### src/rtl/pll_reset_seq.sv
//------------------------------------------------------------------------------
// Module  : pll_reset_seq
// Brief   : Synchronises PLL lock, waits for stable lock, then sequences core reset.
// Revision: 1.0 - initial release
//------------------------------------------------------------------------------
`default_nettype none

module pll_reset_seq #(
    parameter int SYNC_STAGES        = 2,
    parameter int LOCK_STABLE_CYCLES = 1024,
    parameter int RESET_HOLD_CYCLES  = 16
) (
    input  logic       clk,
    input  logic       rst_n,
    input  logic       pll_locked,
    input  logic       sw_reset_req,
    output logic       core_rst_n,
    output logic       lock_ok,
    output logic [7:0] lock_loss_count,
    output logic [1:0] state
);

    localparam int c_MAX_CYC = (LOCK_STABLE_CYCLES > RESET_HOLD_CYCLES) ?
                               LOCK_STABLE_CYCLES : RESET_HOLD_CYCLES;
    localparam int c_CNT_W   = $clog2(c_MAX_CYC + 1);
    localparam logic [c_CNT_W-1:0] c_STAB_LAST = c_CNT_W'(LOCK_STABLE_CYCLES - 1);
    localparam logic [c_CNT_W-1:0] c_HOLD_LAST = c_CNT_W'(RESET_HOLD_CYCLES - 1);

    typedef enum logic [1:0] {
        S_WAIT_LOCK  = 2'd0,
        S_STABILIZE  = 2'd1,
        S_HOLD_RESET = 2'd2,
        S_RUN        = 2'd3
    } state_t;

    logic [SYNC_STAGES-1:0] r_sync;
    logic                   w_lock_ok;
    state_t                 r_state;
    logic [c_CNT_W-1:0]     r_cnt;
    logic                   r_core_rst_n;
    logic [7:0]             r_loss_cnt;

    always_ff @(posedge clk or negedge rst_n) begin
        if (!rst_n) begin
            r_sync <= '0;
        end else begin
            r_sync <= {r_sync[SYNC_STAGES-2:0], pll_locked};
        end
    end

    assign w_lock_ok = r_sync[SYNC_STAGES-1];

    // core_rst_n is loaded with (next state == RUN); it defaults low each cycle.
    always_ff @(posedge clk or negedge rst_n) begin
        if (!rst_n) begin
            r_state      <= S_WAIT_LOCK;
            r_cnt        <= '0;
            r_core_rst_n <= 1'b0;
            r_loss_cnt   <= '0;
        end else begin
            r_core_rst_n <= 1'b0;
            case (r_state)
                S_WAIT_LOCK: begin
                    r_cnt <= '0;
                    if (w_lock_ok) begin
                        r_state <= S_STABILIZE;
                    end
                end
                S_STABILIZE: begin
                    if (!w_lock_ok) begin
                        r_state <= S_WAIT_LOCK;
                        r_cnt   <= '0;
                    end else if (r_cnt == c_STAB_LAST) begin
                        r_state <= S_HOLD_RESET;
                        r_cnt   <= '0;
                    end else begin
                        r_cnt <= r_cnt + c_CNT_W'(1);
                    end
                end
                S_HOLD_RESET: begin
                    if (!w_lock_ok) begin
                        r_state <= S_WAIT_LOCK;
                        r_cnt   <= '0;
                    end else if (r_cnt == c_HOLD_LAST) begin
                        r_state      <= S_RUN;
                        r_cnt        <= '0;
                        r_core_rst_n <= 1'b1;
                    end else begin
                        r_cnt <= r_cnt + c_CNT_W'(1);
                    end
                end
                S_RUN: begin
                    r_cnt <= '0;
                    // Lock loss takes priority over a coincident software request.
                    if (!w_lock_ok) begin
                        r_state <= S_WAIT_LOCK;
                        if (r_loss_cnt != 8'hFF) begin
                            r_loss_cnt <= r_loss_cnt + 8'd1;
                        end
                    end else if (sw_reset_req) begin
                        r_state <= S_HOLD_RESET;
                    end else begin
                        r_core_rst_n <= 1'b1;
                    end
                end
                default: begin
                    r_state <= S_WAIT_LOCK;
                    r_cnt   <= '0;
                end
            endcase
        end
    end

    assign core_rst_n      = r_core_rst_n;
    assign lock_ok         = w_lock_ok;
    assign lock_loss_count = r_loss_cnt;
    assign state           = r_state;

endmodule

`default_nettype wire

### config.mk
export PLATFORM = sky130hd
export DESIGN_NAME = pll_reset_seq
export DESIGN_NICKNAME = d
export VERILOG_FILES = /design/src/rtl/pll_reset_seq.sv
export SDC_FILE = /design/constraint.sdc
export NUM_CORES = 1
export LEC_CHECK = 0
export BUFFER_PORTS_ARGS = -buffer_cell sky130_fd_sc_hd__buf_2
export CORE_AREA = 2 2 57 59
export CTS_BUF_LIST = sky130_fd_sc_hd__clkbuf_8
export CTS_CLUSTER_SIZE = 28
export DETAILED_ROUTE_END_ITERATION = 12
export DIE_AREA = 0 0 59 61
export GPL_TIMING_DRIVEN = 0
export HOLD_SLACK_MARGIN = 0.08
export SETUP_SLACK_MARGIN = 0.05
export SYNTH_ARGS = -nofsm -noshare
export SYNTH_HDL_FRONTEND = slang
export SYNTH_SLANG_ARGS = --single-unit
### constraint.sdc
create_clock -name clk -period 2.43 [get_ports clk]
set_input_delay 0.1215 -clock clk [delete_from_list [all_inputs] [get_ports clk]]
set_output_delay 0.1215 -clock clk [all_outputs]
set_load 0.1 [all_outputs]
==> summary.md, run 1 <==
| Metric | Value |
|---|---|
| Max-Cap Viols | 0 |
| First-pass GRT wire length | 3730 microns |
| Critical path capture point type | flip-flop |
| Initial DRC Count | 35 |
| Worst hold path class | in -> reg |
| Critical path arrival | 1800 ps |
| Hold Crit Start | sw_reset_req |
| Boundary pin count | 16 |
| Post-DP HPWL | 1450 microns |
| WP data required | 2570 ps |
| Slew @ Worst Pin | 565 ps |
| Clk slew on worst S/H paths | 80 ps |
| Root Driver | clkbuf_8 |
| Layout cells sized above 1 | 19.7% |
| Post-route minimum period | 1660 ps |
| Final Hold Vio Count | 0 |
| Post-Syn Area | 0.00114 sq mm |
| Mapped Avg Cell Area | 10.7 sq um |
| DR vias | 827 |
| Via density per instance | 5.17 |
| Initial antenna violation count | 0 |
| Endpoints failing setup | 0 |
| Setup TNS Final | 0 ps |
| Register bit total from synthesis | 24 |
| FP Rows | 20 |
| Grt total ovfl | 0 |
| Worst reg2reg path depth | 5 |
| Area grow syn2layout | 16.8% |
| Critical path launch point | lock_loss_count[0]$_DFFE_PN0P_ |
| CTS tree | done |
| Number of antenna-violating nets in the routed design | 0 |
| Reg2reg end | lock_loss_count[6]$_DFFE_PN0P_ |
| DIE WIDTH | 59 microns |
| Synth Flop Type | dfrtp_1 |
| Worst Path Max Fanout | 6 |
| EDFF count, synth | 0 |
| Starting density of the core | 38.5% |
| Area of the core | 0.00295 sq mm |
| Setup Skew | 4.56 ps |
| CTS sink count | 24 |
| Setup bufs post-CTS | 0 |
| FFs w/ async S/R, synth | 100% |
| CP startpoint kind | flip-flop |
| Hold Path Sink | core_rst_n$_DFF_PN0_ |
| Leakage | 0.589 nW |
| Final nets | 134 |
| RSZ-0062 raised after global routing | false |
| H-tree depth | 1 |
| Worst R2R Start | lock_loss_count[0]$_DFFE_PN0P_ |
| Synth Net Count | 112 |
| Seq/Total Area, Yosys | 52.8% |
| P per Cell Area | 559 mW/mm^2 |
| Vias in the first global route | 836 |
| Largest net degree at the start of global routing | 25 |
| Max-slew violations | 0 |
| Fmax achieved | 602 MHz |
| Total number of yosys warnings | 0 |
| Die Ht | 61 microns |
| Critical path class | reg -> reg |
| R2R Setup Slk | 770 ps |
| Hold path cells | 3 |
| Clk_lat worst skew | 260 ps |
| Die area | 0.00360 sq mm |
| ANT cells | 0 |
| CTS buffer count | 3 |
| Distinct cells, synth | 26 |
| CTS Buffer Depth | 2 |
| Final period util | 68.4% |
| PortBufs | 15 |
| Wire per inst | 12.2 microns |
| Routability Congestion | 0.771 |
| Final core utilization | 45.0% |
| Total wire length | 1960 microns |
| GRT Util Overall | 13.4% |
| Status | finished, final reports clean |
| Residual DRC | 0 |
| Worst-case vdd ir drop | 0.162 mV |
| Drt first pass iters | 4 |
| Slew Limit Headroom | 62.3% |
| Synthesized instance count | 106 |
| Hold buffer count at cts | 2 |
| Number of fill cells | 288 |
| CTS resizes | 0 |
layout by cell type, fill, tap and decap left out, drive strengths merged, types with 2 or more instances in the layout:
cell,netlist,layout
nor3,9,9
nand4,3,3
clkbuf,0,4
nor4,2,2
xnor2,10,10
nor2,12,12
o21ai,2,2
dfrtp,24,24
ha,2,2
nand2,12,12
buf,0,15
inv,3,3
xor2,5,5
a21oi,2,2
nand3,8,8
nor2b,2,2
dlygate4sd3,0,2
synth_stat cells, drive strengths merged, types with 2 or more instances:
master   n  share of area (%)
inv      3               0.99
xnor2   10                7.7
nand3    8                4.0
nor4     2                3.0
ha       2                2.2
dfrtp   24                 53
o21ai    2               0.88
nor3     9                4.0
xor2     5                3.9
nand4    3                1.7
nand2   12                4.0
nor2b    2                1.1
a21oi    2               0.88
nor2    12                4.0
how the worst max path moves through the flow:
stage	end	slack [ps]	cells after the start
floorplan	lock_loss_count[5]$_DFFE_PN0P_	210	5
global placement	r_cnt[7]$_DFF_PN0_	780	5
detailed placement	r_cnt[2]$_DFF_PN0_	770	5
CTS	r_cnt[2]$_DFF_PN0_	750	5
global route	r_cnt[8]$_DFF_PN0_	600	5
finish	lock_loss_count[6]$_DFFE_PN0P_	770	5
state kept, by name, summed over array words and instances (netlist names):
register,flops
r_sync,2
lock_loss_count,8
state,2
r_cnt,11
core_rst_n,1
worst max-delay path: stages (launching register included):
cell and delay (ps):
dfrtp_1 400, ha_1 230, nand3_1 120, o2111ai_1 500, nor3_1 120, xor2_1 170
power by group:
group | switching (W) | internal, W | leakage, nW
sequential | 0.00000942 | 0.000406 | 0.328
combinational | 0.0000480 | 0.0000184 | 0.232
clock | 0.000118 | 0.000144 | 0.0288
total | 0.000175 | 0.000568 | 0.589
cells by family (layout without fill, tap and decap cells):
family | Yosys count | in the layout | synth area share (%)
AOI/OAI and AO/OA | 9 | 9 | 7.59
xor gates and xnor gates | 15 | 15 | 11.6
adders and majority gates | 2 | 2 | 2.20
buffers and inverters | 3 | 24 | 0.990
DFF | 24 | 24 | 52.8
muxes | 1 | 1 | 0.990
and+or+nand+nor | 52 | 52 | 23.9
stage by stage:
step	worst slack, ps	power [W]	cells	hold slack [ps]	cell area, sq um
after floorplan	209	0.000468	106	-174	1140
after global placement	779	0.000488	154	123	1250
after detailed placement	765	0.000489	154	129	1250
after CTS	749	0.000754	160	149	1330
after global routing	598	0.000774	160	159	1330
final	768	0.000743	160	157	1330
routing by layer:
metal  GRT usage (%)  routed length (microns)  vias to the layer above
met3            2.56                       61                        2
met2            23.3                      937                       14
met5               0                        0                        -
li1                -                        -                      408
met4            4.87                       13                        0
met1            16.6                      947                      403
cell type report:
class | count | area (sq um) | area share [%]
Sequential cell | 24 | 601 | 45.2
Multi-Input combinational cell | 79 | 526 | 39.5
Timing Repair Buffer | 17 | 95.1 | 7.16
Clock buffer | 4 | 55.1 | 4.14
Tap cell | 33 | 41.3 | 3.11
Inverter | 3 | 11.3 | 0.847
Power figures use the tool's default switching activity.
==> run 2: changes to the inputs <==
==> constraint.sdc (replaced) <==
create_clock -name clk -period 1.53 [get_ports clk]
set_input_delay 0.0765 -clock clk [delete_from_list [all_inputs] [get_ports clk]]
set_output_delay 0.0765 -clock clk [all_outputs]
set_load 0.1 [all_outputs]
==> run 2 against run 1 <==
Against the previous run:
- clock skew about the same
- hold slack worse by 59 ps
- largest cell class is now multi-input gates
- first-iteration DRC count down 49%
- clock-buffer cell count down 1
- combinational power up 96%
- final cell count up 8.1%
- die area unchanged
- cell area up 20%
==> summary.md, run 2 (synthesis results as in run 1) <==
| Metric | Value |
|---|---|
| Status | finished, final reports clean |
| Number of antenna-violating nets in the routed design | 0 |
| Crit path max-delay cell type | dfrtp_1 |
| Setup Skew | 4.58 ps |
| Area of the core | 0.00295 sq mm |
| Area of the multi-input gates | 671 sq um |
| Hold Crit Start | sw_reset_req |
| Pre-CTS setup slack | -126 ps |
| Number of flip-flops in the largest register | 11 |
| Residual DRC | 0 |
| Post-route minimum period | 1480 ps |
| Commonest non-fill, non-tap cell in the layout | buf_2 |
| Max-slew violations | 0 |
| Via density per instance | 5.05 |
| Hold Path Sink | core_rst_n$_DFF_PN0_ |
| Setup TNS Final | 0 ps |
| CTS buffer count | 3 |
| Final WS setup | 50.9 ps |
| Critical path arrival | 1650 ps |
| GRT Util Overall | 14.2% |
| Drt first pass iters | 4 |
| Critical path launch point | r_cnt[1]$_DFF_PN0_ |
| Hold path cells | 3 |
| Final period util | 96.7% |
| Max-Cap Viols | 0 |
| Layout cells sized above 1 | 47.9% |
| CP startpoint kind | flip-flop |
| First-pass GRT wire length | 3860 microns |
| Worst R2R Start | r_cnt[1]$_DFF_PN0_ |
| RSZ-0062 raised after global routing | true |
| Final nets | 147 |
| Fmax achieved | 676 MHz |
| CTS Buffer Depth | 2 |
| Leakage | 0.643 nW |
| Area grow syn2layout | 40.2% |
| Initial DRC Count | 18 |
| Worst-case vdd ir drop | 0.707 mV |
| Largest Register | r_cnt |
| Slew @ Worst Pin | 534 ps |
| P per Cell Area | 733 mW/mm^2 |
| ANT cells | 0 |
| Wire per inst | 13.6 microns |
| Final Hold Vio Count | 0 |
| Critical path capture point type | flip-flop |
| Crit-path cells | ha_4 -> and3_4 -> a31oi_4 -> nor2_1 -> nor3_1 |
| Worst reg2reg path depth | 5 |
| Reg2reg end | r_cnt[6]$_DFF_PN0_ |
| Boundary pin count | 16 |
| Clk slew on worst S/H paths | 80 ps |
| Grt total ovfl | 0 |
| Worst-case hold slack | 98.6 ps |
| Worst hold path class | in -> reg |
| DIE WIDTH | 59 microns |
| Number of fill cells | 264 |
| Commonest cells after routing, fill and taps aside | buf_2, buf_4, nand2_1, nor2_1, dfrtp_2 |
| Starting density of the core | 38.5% |
| H-tree depth | 1 |
| WP data required | 1700 ps |
| Critical path class | reg -> reg |
| Initial antenna violation count | 0 |
| DR vias | 874 |
| CTS tree | done |
| PortBufs | 15 |
| Max incr delay on CP | 420 ps |
| Clk_lat worst skew | 260 ps |
| Routability Congestion | 0.752 |
| Worst Path Max Fanout | 6 |
| Post-DP HPWL | 1460 microns |
| Total wire length | 2360 microns |
| Root Driver | clkbuf_8 |
| Die Ht | 61 microns |
| Post-place instance area | 0.00134 sq mm |
| Slew Limit Headroom | 64.4% |
| Endpoints failing setup | 0 |
| R2R Setup Slk | 50 ps |
| Die area | 0.00360 sq mm |
| CTS sink count | 24 |
| Fin area | 0.00159 sq mm |
| Storage cell area | 641 sq um |
| Largest net degree at the start of global routing | 25 |
| Vias in the first global route | 874 |
| FP Rows | 20 |
[run 2: worst max-delay path by stage]
stage / depth (start not counted) / slack (ps) / to
floorplan: 5 / -40 / lock_loss_count[6]$_DFFE_PN0P_
global placement: 5 / -110 / r_cnt[5]$_DFF_PN0_
detailed placement: 5 / -130 / r_cnt[2]$_DFF_PN0_
CTS: 4 / 40 / r_cnt[5]$_DFF_PN0_
global route: 5 / -30 / r_cnt[10]$_DFF_PN0_
finish: 5 / 50 / r_cnt[6]$_DFF_PN0_
[run 2: what timing repair did]
item | 4_1_cts | 5_1_grt
setup endpoints to repair | 12 | 17
endpoints found under the hold margin | 25 | 0
pin swaps | 5 | 18
setup buffers | 4 | 8
hold buffers | 2 | 0
gates cloned | 1 | 0
resized for setup | 6 | 16
[run 2: layer usage]
metal	share of wire, %	vias up	GRT usage, %
li1	-	440	-
met1	46	417	17.1
met4	0	0	2.27
met2	50	17	25.6
met5	0	-	0
met3	3.9	0	4.48
[run 2: report_power, final]
group	switching [W]	total (W)	internal, W
Clock	0.000194	0.000373	0.000179
Sequential	0.0000182	0.000665	0.000647
Combinational	0.0000861	0.000130	0.0000441
[run 2: cell type report]
type | count | area share (%)
Tap cell | 33 | 2.59
Multi-Input combinational cell | 80 | 42.1
Sequential cell | 24 | 40.2
Inverter | 3 | 0.706
Clock inverter | 1 | 0.235
Timing Repair Buffer | 29 | 11.6
Clock buffer | 3 | 2.59
[run 2: worst max-delay path, delay by kind of cell, from the launching register on]
family	cells	cell delay [ps]
AND/OR/NAND/NOR	3	480
AO/OA/AOI/OAI	1	300
flip-flops	1	420
adder cells (fa/ha/maj)	1	190
[run 2: through the flow]
stage | utilization, % | total power [W] | std cells
after floorplan | - | 0.000749 | 106
after global placement | 45.3 | 0.000780 | 154
after detailed placement | 45.3 | 0.000782 | 154
after CTS | 50.0 | 0.00117 | 165
after global routing | 54.0 | 0.00122 | 173
final | 54.0 | 0.00117 | 173
==> run 3: changes to the inputs <==
--- a/config.mk
+++ b/config.mk
@@ -6,13 +6,14 @@
 export NUM_CORES = 1
 export LEC_CHECK = 0
 export BUFFER_PORTS_ARGS = -buffer_cell sky130_fd_sc_hd__buf_2
-export CORE_AREA = 2 2 57 59
+export CORE_AREA = 2 2 50 52
 export CTS_BUF_LIST = sky130_fd_sc_hd__clkbuf_8
 export CTS_CLUSTER_SIZE = 28
 export DETAILED_ROUTE_END_ITERATION = 12
-export DIE_AREA = 0 0 59 61
+export DIE_AREA = 0 0 52 54
 export GPL_TIMING_DRIVEN = 0
 export HOLD_SLACK_MARGIN = 0.08
+export PLACE_DENSITY = 0.72
 export SETUP_SLACK_MARGIN = 0.05
 export SYNTH_ARGS = -nofsm -noshare
 export SYNTH_HDL_FRONTEND = slang
==> run 3 against run 2 <==
Against the previous run:
- combinational power barely moved
- setup slack barely moved
- power rose by 4.0%
- die area fell by 22%
- maximum frequency barely moved
- final cell count fell by 2.9%
- critical path type unchanged
==> summary.md, run 3 (synthesis results as in run 1) <==
| Metric | Value |
|---|---|
| Setup crit end | r_cnt[1]$_DFF_PN0_ |
| Commonest cells after routing, fill and taps aside | buf_2, nand2_1, nor2_1 |
| Boundary pin count | 16 |
| Status | finished, final reports clean |
| Initial antenna violation count | 0 |
| Post-route minimum period | 1480 ps |
| Die Ht | 54 microns |
| Max-Cap Viols | 0 |
| Setup Skew | 1.32 ps |
| Worst reg2reg path depth | 4 |
| Number of flip-flops in the largest register | 11 |
| Clk slew on worst S/H paths | 80 ps |
| Area of the multi-input gates | 667 sq um |
| ANT cells | 0 |
| Number of fill cells | 172 |
| Initial DRC Count | 7 |
| First-pass GRT wire length | 3860 microns |
| Critical path arrival | 1630 ps |
| WP data required | 1680 ps |
| Fin cells | 168 |
| Grt total ovfl | 0 |
| RSZ-0062 raised after global routing | true |
| Worst-case vdd ir drop | 0.610 mV |
| Clk pwr share | 34.5% |
| Worst Path Max Fanout | 6 |
| Routability Congestion | 0.750 |
| Starting density of the core | 49.0% |
| Reg2reg end | r_cnt[1]$_DFF_PN0_ |
| Dpl cells | 151 |
| DIE WIDTH | 52 microns |
| Internal power | 0.000920 W |
| Slew Limit Headroom | 65.0% |
| CTS tree | done |
| CTS Buffer Depth | 2 |
| Endpoints failing setup | 0 |
| Critical path class | reg -> reg |
| Number of antenna-violating nets in the routed design | 0 |
| Critical path launch point | r_cnt[8]$_DFF_PN0_ |
| Largest net degree at the start of global routing | 25 |
| GRT Util Overall | 18.8% |
| Worst hold path class | in -> reg |
| Switching Fraction | 24.2% |
| Final period util | 96.7% |
| H-tree depth | 1 |
| Largest Register | r_cnt |
| Combinational Power Share | 10.8% |
| FP Rows | 18 |
| Setup TNS Final | 0 ps |
| Worst R2R Start | r_cnt[8]$_DFF_PN0_ |
| Worst-case hold slack | 102 ps |
| PortBufs | 15 |
| Area of the core | 0.00232 sq mm |
| Drt first pass iters | 4 |
| Leakage | 0.625 nW |
| Total wire length | 2380 microns |
| CTS buffer count | 3 |
| Switching power | 0.000294 W |
| CTS sink count | 24 |
| Die area | 0.00281 sq mm |
| Final Hold Vio Count | 0 |
| Area grow syn2layout | 38.8% |
| Max-slew violations | 0 |
| CP startpoint kind | flip-flop |
| P per Cell Area | 769 mW/mm^2 |
| Commonest non-fill, non-tap cell in the layout | buf_2 |
| Wire per inst | 14.2 microns |
| Final nets | 145 |
| Vias in the first global route | 871 |
| DR vias | 879 |
| Fmax achieved | 676 MHz |
| Post-DP HPWL | 1500 microns |
| Clk_lat worst skew | 260 ps |
| Residual DRC | 0 |
| Layout cells sized above 1 | 46.4% |
| R2R Setup Slk | 50 ps |
| Seq pwr share | 54.8% |
| Slew @ Worst Pin | 525 ps |
| Storage cell area | 638 sq um |
| Critical path capture point type | flip-flop |
| Via density per instance | 5.23 |
| Root Driver | clkbuf_8 |
## run 3: cell count changes in the layout (fill, tap and decap cells not counted), sizes merged
cell,previous run,this run
buf,27,25
clkbuf,3,4
inv,4,3
## run 3: final cells by class
cell class	instances	share of cell area (%)
tap	30	2.38
sequential	24	40.4
timing repair buffer	27	10.8
multi-input combinational	80	42.2
inverter	3	0.713
clock buffer	4	3.49
## run 3: worst max-delay path, stage by stage, from the launching register on
cell and delay [ps]:
dfrtp_2 450, nor4_4 370, a31oi_4 210, a2bb2oi_4 260, nor2b_1 70
## run 3: timing repair
action,in CTS,in global routing
endpoints found under the hold margin,25,0
buffers inserted,4,6
resized for setup,7,12
endpoints found under the setup margin,13,19
pin swaps,3,14
gates cloned,1,0
hold buffers,2,0
## run 3: routing by layer
| layer | track usage [%] | vias up | wire (microns) |
|---|---|---|---|
| met5 | 0 | - | 0 |
| met4 | 5.26 | 0 | 23 |
| met3 | 2.50 | 4 | 69 |
| met2 | 36.9 | 16 | 1270 |
| met1 | 21.0 | 425 | 1030 |
| li1 | - | 434 | - |
## run 3: worst min path at each step
stage / start / end / cells past startpoint
after floorplan: rst_n / core_rst_n$_DFF_PN0_ / 0
after global routing: sw_reset_req / core_rst_n$_DFF_PN0_ / 3
final: sw_reset_req / core_rst_n$_DFF_PN0_ / 3
after CTS: sw_reset_req / core_rst_n$_DFF_PN0_ / 3
after global placement: rst_n / lock_loss_count[0]$_DFFE_PN0P_ / 1
after detailed placement: rst_n / lock_loss_count[1]$_DFFE_PN0P_ / 1
## run 3: per-stage QoR
step	power (W)	util [%]	setup WS [ps]	instance area, sq um
CTS	0.00122	64.0	51.4	1490
finish	0.00121	68.1	50.4	1580
detailed placement	0.000782	57.5	-126	1330
global placement	0.000779	57.5	-88.5	1330
global route	0.00126	68.1	-55.1	1580
floorplan	0.000749	-	-41.9	1220
## run 3: power groups by stage
stage	clock network, W	registers [W]	logic [W]
detailed placement	0	0.000679	0.000104
floorplan	0	0.000714	0.0000354
finish	0.000418	0.000665	0.000131
global placement	0	0.000678	0.000102
global route	0.000451	0.000668	0.000141
CTS	0.000432	0.000663	0.000122
